--- config.mk ---
export PLATFORM = sky130hd
export DESIGN_NAME = mult_share_arbiter
export DESIGN_NICKNAME = d
export VERILOG_FILES = /design/src/rtl/mult_share_pkg.sv /design/src/rtl/mult_share_rr_arb.sv /design/src/rtl/mult_share_arbiter.sv
export SDC_FILE = /design/constraint.sdc
export NUM_CORES = 1
export LEC_CHECK = 0
export ABC_AREA = 1
export CAP_MARGIN = 20
export CORE_AREA = 10 10 159 161
export CTS_BUF_LIST = sky130_fd_sc_hd__clkbuf_8
export DETAILED_ROUTE_END_ITERATION = 6
export DIE_AREA = 0 0 169 171
export PLACE_DENSITY = 0.71
export SYNTH_ARGS = -nofsm -noshare
export SYNTH_HDL_FRONTEND = slang
export SYNTH_HIERARCHICAL = 1
export SYNTH_SLANG_ARGS = --single-unit
--- constraint.sdc ---
create_clock -name clk -period 7.6 [get_ports clk]
set_clock_uncertainty 0.2 [all_clocks]
set_input_delay 0.76 -clock clk [delete_from_list [all_inputs] [get_ports clk]]
set_output_delay 0.76 -clock clk [all_outputs]
set_load 0.02 [all_outputs]
--- src/rtl/mult_share_pkg.sv ---
// Shared types and constants for the multiplier-sharing arbiter.
// Tag widths are sized for the largest supported requester count.
package mult_share_pkg;

  localparam int DATA_W  = 32;
  localparam int MAX_REQ = 8;

  function automatic int clog2(input int value);
    int res;
    res = 0;
    for (int i = 0; i < 31; i++) begin
      if ((1 << i) < value) begin
        res = i + 1;
      end
    end
    return res;
  endfunction

  localparam int ID_W = clog2(MAX_REQ);

  typedef struct packed {
    logic            vld;
    logic [ID_W-1:0] id;
  } tag_t;

endpackage

--- src/rtl/mult_share_rr_arb.sv ---
// Round-robin arbiter: combinational one-hot grant searched from ptr+1,
// pointer moves to the granted requester whenever update is high.
module mult_share_rr_arb
  import mult_share_pkg::*;
#(
  parameter int NUM_REQ = 4
) (
  input  logic               clk,
  input  logic               reset,
  input  logic [NUM_REQ-1:0] eligible,
  input  logic               update,
  output logic [NUM_REQ-1:0] grant,
  output logic [ID_W-1:0]    grant_id
);

  logic [ID_W-1:0] ptr_reg;
  logic            found;

  always_comb begin
    grant    = '0;
    grant_id = '0;
    found    = 1'b0;
    for (int off = 1; off <= NUM_REQ; off++) begin
      for (int i = 0; i < NUM_REQ; i++) begin
        if (!found && eligible[i] && (i == (int'(ptr_reg) + off) % NUM_REQ)) begin
          found    = 1'b1;
          grant[i] = 1'b1;
          grant_id = ID_W'(i);
        end
      end
    end
  end

  // Reset value makes requester 0 the first winner.
  always_ff @(posedge clk) begin
    if (reset) begin
      ptr_reg <= ID_W'(NUM_REQ - 1);
    end else if (update) begin
      ptr_reg <= grant_id;
    end
  end

endmodule

--- src/rtl/mult_share_arbiter.sv ---
// Shares one external pipelined multiplier among NUM_REQ requesters: issues one
// op per cycle round-robin, tracks ownership with a tag pipe, routes results back.
module mult_share_arbiter
  import mult_share_pkg::*;
#(
  parameter int NUM_REQ     = 4,
  parameter int MUL_LATENCY = 1,
  parameter int CNT_W       = 32
) (
  input  logic                      clk,
  input  logic                      reset,
  input  logic [NUM_REQ-1:0]        req_valid,
  output logic [NUM_REQ-1:0]        req_ready,
  input  logic [DATA_W*NUM_REQ-1:0] req_src1,
  input  logic [DATA_W*NUM_REQ-1:0] req_src2,
  output logic [NUM_REQ-1:0]        rsp_valid,
  output logic [DATA_W-1:0]         rsp_data,
  output logic [DATA_W-1:0]         mul_src1,
  output logic [DATA_W-1:0]         mul_src2,
  output logic                      mul_clr,
  input  logic [DATA_W-1:0]         mul_result,
  output logic                      busy,
  output logic [CNT_W-1:0]          ops_issued
);

  logic [NUM_REQ-1:0] pending_reg;
  logic [NUM_REQ-1:0] eligible;
  logic [NUM_REQ-1:0] grant;
  logic [NUM_REQ-1:0] exit_onehot;
  logic [ID_W-1:0]    grant_id;
  logic               any_grant;
  logic [DATA_W-1:0]  sel_src1;
  logic [DATA_W-1:0]  sel_src2;
  tag_t               tag_pipe_reg [MUL_LATENCY+1];
  tag_t               tag_exit;

  // Nothing is accepted while reset is held, so in-flight state stays empty.
  assign eligible  = reset ? '0 : (req_valid & ~pending_reg);
  assign any_grant = |grant;
  assign req_ready = grant;
  assign mul_clr   = reset;
  assign busy      = |pending_reg;
  assign tag_exit  = tag_pipe_reg[MUL_LATENCY];

  mult_share_rr_arb #(
    .NUM_REQ (NUM_REQ)
  ) u_rr_arb (
    .clk      (clk),
    .reset    (reset),
    .eligible (eligible),
    .update   (any_grant),
    .grant    (grant),
    .grant_id (grant_id)
  );

  always_comb begin
    sel_src1 = '0;
    sel_src2 = '0;
    for (int i = 0; i < NUM_REQ; i++) begin
      if (grant[i]) begin
        sel_src1 = sel_src1 | req_src1[DATA_W*i +: DATA_W];
        sel_src2 = sel_src2 | req_src2[DATA_W*i +: DATA_W];
      end
    end
  end

  // Ownership tag travels alongside the op through the cell's pipeline.
  always_ff @(posedge clk) begin
    if (reset) begin
      tag_pipe_reg[0] <= '0;
    end else begin
      tag_pipe_reg[0] <= '{vld: any_grant, id: grant_id};
    end
  end

  generate
    for (genvar gi = 1; gi <= MUL_LATENCY; gi++) begin : g_tag_stage
      always_ff @(posedge clk) begin
        if (reset) begin
          tag_pipe_reg[gi] <= '0;
        end else begin
          tag_pipe_reg[gi] <= tag_pipe_reg[gi-1];
        end
      end
    end

    for (genvar gi = 0; gi < NUM_REQ; gi++) begin : g_exit_dec
      assign exit_onehot[gi] = tag_exit.vld && (tag_exit.id == ID_W'(gi));
    end
  endgenerate

  // A retiring requester and a newly granted one are never the same, so
  // clear and set of pending can safely share an edge.
  always_ff @(posedge clk) begin
    if (reset) begin
      pending_reg <= '0;
      rsp_valid   <= '0;
      rsp_data    <= '0;
      mul_src1    <= '0;
      mul_src2    <= '0;
      ops_issued  <= '0;
    end else begin
      rsp_valid   <= exit_onehot;
      pending_reg <= (pending_reg & ~exit_onehot) | grant;
      if (tag_exit.vld) begin
        rsp_data <= mul_result;
      end
      if (any_grant) begin
        mul_src1   <= sel_src1;
        mul_src2   <= sel_src2;
        ops_issued <= ops_issued + CNT_W'(1);
      end
    end
  end

endmodule
==> results by group <==
Timing
  • Final setup vio count: 0
  • RSZ-0062 raised after global routing: no
  • Final critical-path setup slack: approximately 2.6 ns
  • Setup_tns: 0 ns
  • Slew Limit Fails: 0
  • Final min period: 4.98 ns
  • Worst Max-Slew Pin Slew: 0.984 ns
  • Fmax: about 200 MHz
  • Final Hold Fails: 0
  • Tcrit/Tclk final: around 66%
  • Relative slew slack: roughly a third
  • Hold slack: 0.204 ns

Synthesis
  • Post-synthesis sequential area ratio: a little over 40%
  • Yosys cell types: 34
  • Count leader, synth: nor2_1
  • Synth cell count leaders: nor2_1 (205), nand2_1 (158), dfxtp_1 (146)
  • Top post-synthesis cells by area: dfxtp_1 (40%), a22o_1 (15%), nor2_1 (11%)
  • Post-synth EDFFs: 0
  • Synth top area share: 40.3%
  • Synthesized Nets: around 1,300
  • Mapped cell area: 7250 sq um
  • Post-Syn Area per Cell: 7.38 sq um
  • #FFs+latches synth: ~150
  • Synth area leader: dfxtp_1
  • Commonest register cell after synthesis: dfxtp_1
  • Post-synth ARST share: 0%
  • Gate Count Post-Synth: a little under 1,000
  • Yosys Warn Count: 6

Setup path
  • Buffer and inverter count on the worst path: 5
  • Worst Path Max Fanout: 66
  • CP Depth: 16
  • WS Path Type: in2out
  • Max incr delay on CP: approximately 0.76 ns
  • Critical path's top delay family: buffers and inverters
  • Cell Chain, Critical Path: buf_4 -> inv_1 -> buf_4 -> nand2_1 -> nor2_1 -> nand3_1 -> nand3_2 -> nor2_4 -> nand4_4 -> nor2_4 -> nand4_4 -> nor2_4 -> nand4_1 -> nand4_1 -> buf_4 -> clkdlybuf4s50_1
  • Crit path required time: roughly 6.6 ns
  • Worst setup SP type: primary input
  • Critical Path AT: roughly 4 ns
  • Slowest-stage cell, CP: clkdlybuf4s50_1
  • Register-to-Register Path Depth: 16
  • Setup crit end kind: output port

Power and ir drop
  • Clock power share: around 16%
  • Peak VDD IR: 0.253 mV
  • Switching power: about 1.7 mW
  • Int Pwr: around 2.3 mW
  • Power density over the cells: ~330 nW/um^2
  • Flop pwr share: between 20% and 30%
  • Sw Share: a little over two fifths
  • Lkg Pwr: around 4.8 nW
  • Comb pwr share: between 50% and 60%

Hold path
  • HP Class: reg2reg
  • Hold depth: 2

Place
  • GPL Wtd Cong: 0.904
  • Pre-CTS setup slack: approximately 2.6 ns
  • HPWL after detailed placement: approximately 26,000 um
  • Placed Cells: ~1,600
  • Port Buf Inserts: between 400 and 500

Detailed routing
  • Vias: 8,273
  • WL per Instance: approximately 20 um
  • Post-Route WL: 33,000 um
  • DR iter-0 viols: ~480
  • DR DRC count: 0
  • First-pass DRT Iterations: 5
  • Antenna Violating Nets Remaining: 0
  • Avg Vias per Cell: a little under 5

Clock network
  • Num CTS Buffers: 17
  • Worst skew pair latency: 0.45 ns
  • CTS resizes: 0
  • Hold-fix buffers at CTS: 0
  • CTS H-tree lvls: 4
  • Clock Tree Root: clkbuf_8
  • TritonCTS clock tree: yes
  • Clock Sinks: between 100 and 150
  • Clk buf depth: 2
  • Reg clk slew, reported paths: 0.08 ns
  • Postcts setup bufs: 0

Global routing
  • Initial antenna violation count: 8
  • Grt ovf: 0
  • Number of global-route vias before repair: just under 8,000
  • Largest net degree at the start of global routing: between 80 and 90
  • First-pass GRT wire length: 47,500 um
  • Tot GR Track Use: between 20% and 30%

Final layout
  • # fillers: 2,128
  • Area delta synth->final: 66.9%
  • Final nets: 1,674
  • Layout cells sized above 1: between 5 and 6%
  • Fin cells: between 1,500 and 2,000

Floorplan
  • # rows: between 50 and 60
  • Initial Utilization: between 30% and 40%
  • Core ar.: ~22,000 sq um
  • Io pins: roughly 430
  • Die area: slightly below 30,000 sq um
  • Chip width: 169 um
  • Die H: 171 um

Outcome
  • Status: completed

Job
  • Max Cap Viol: 0
==> cell type report <==
cell class,instances,area (sq um),share of cell area [%]
timing repair buffer,439,4370,36.1
sequential,146,2920,24.1
clock inverter,14,166,1.37
tap,285,357,2.94
clock buffer,17,234,1.93
inverter,65,244,2.01
antenna,2,5.00,0.0413
multi-input combinational,710,3810,31.5
==> routing by layer <==
metal | routed length [um] | up-vias | track usage [%]
met5 | 93 | - | 0
met3 | 2640 | 45 | 7.82
met2 | 17000 | 280 | 37.1
met1 | 12900 | 3814 | 23.9
met4 | 376 | 14 | 4.32
li1 | - | 4120 | -
==> final timing paths <==
check,to,from,slack (ns)
worst max-delay path,req_ready[2],reset,2.62
worst min-delay path,tag_pipe_reg[1][1],tag_pipe_reg[0][1],0.20
worst max register to register,mul_src2[18],pending_reg[1],3.70
worst min register to register,tag_pipe_reg[1][1],tag_pipe_reg[0][1],0.20
==> power groups by stage <==
stage	clock network, mW	registers [mW]	logic [mW]
global placement	0	1.14	2.22
finish	0.631	1.13	2.21
CTS	0.649	1.13	2.24
global route	0.688	1.16	2.38
detailed placement	0	1.15	2.23
floorplan	0	1.39	1.04
==> cell usage in the layout, fill, tap and decap left out, types with 7 or more instances in the layout <==
cell and n:
clkdlybuf4s50_1 430, nor2_1 205, nand2_1 157, dfxtp_1 146, a22o_1 128, a21oi_1 87, inv_1 61, o21ai_0 36
nand3_1 29, nand4_1 19, clkbuf_8 17, nor2_4 9, buf_4 9, nand2_2 7
==> metrics by stage <==
step	utilization (%)	cell area, sq um	power, mW
2_1_floorplan	-	7250	2.43
6_report	54.5	12100	3.97
5_1_grt	54.5	12100	4.23
3_5_place_dp	52.7	11700	3.38
3_3_place_gp	52.7	11700	3.36
4_1_cts	54.5	12100	4.02
==> cell families after synthesis <==
| logic type | share of synthesized area [%] |
|---|---|
| simple gates | 27.7 |
| buf+inv | 7.23 |
| compound gates | 24.2 |
| fa+ha+maj | 0.172 |
| other cells | 0.0517 |
| flops | 40.3 |
| xor+xnor | 0.362 |
==> worst register-to-register path: stages, from the launching register on <==
cell and delay, ns:
dfxtp_1 0.35, nor2_1 0.40, nand2_2 0.15, nand3_2 0.11, nor2_4 0.05, nand4_4 0.08, nor2_4 0.06, nand4_4 0.08
nor2_1 0.07, nor3_1 0.20, nand2_2 0.09, nor2_1 0.09, nand2_1 0.50, inv_2 0.61, buf_4 0.51, nand2_1 0.11
a21oi_1 0.16
Power figures use the tool's default switching activity.
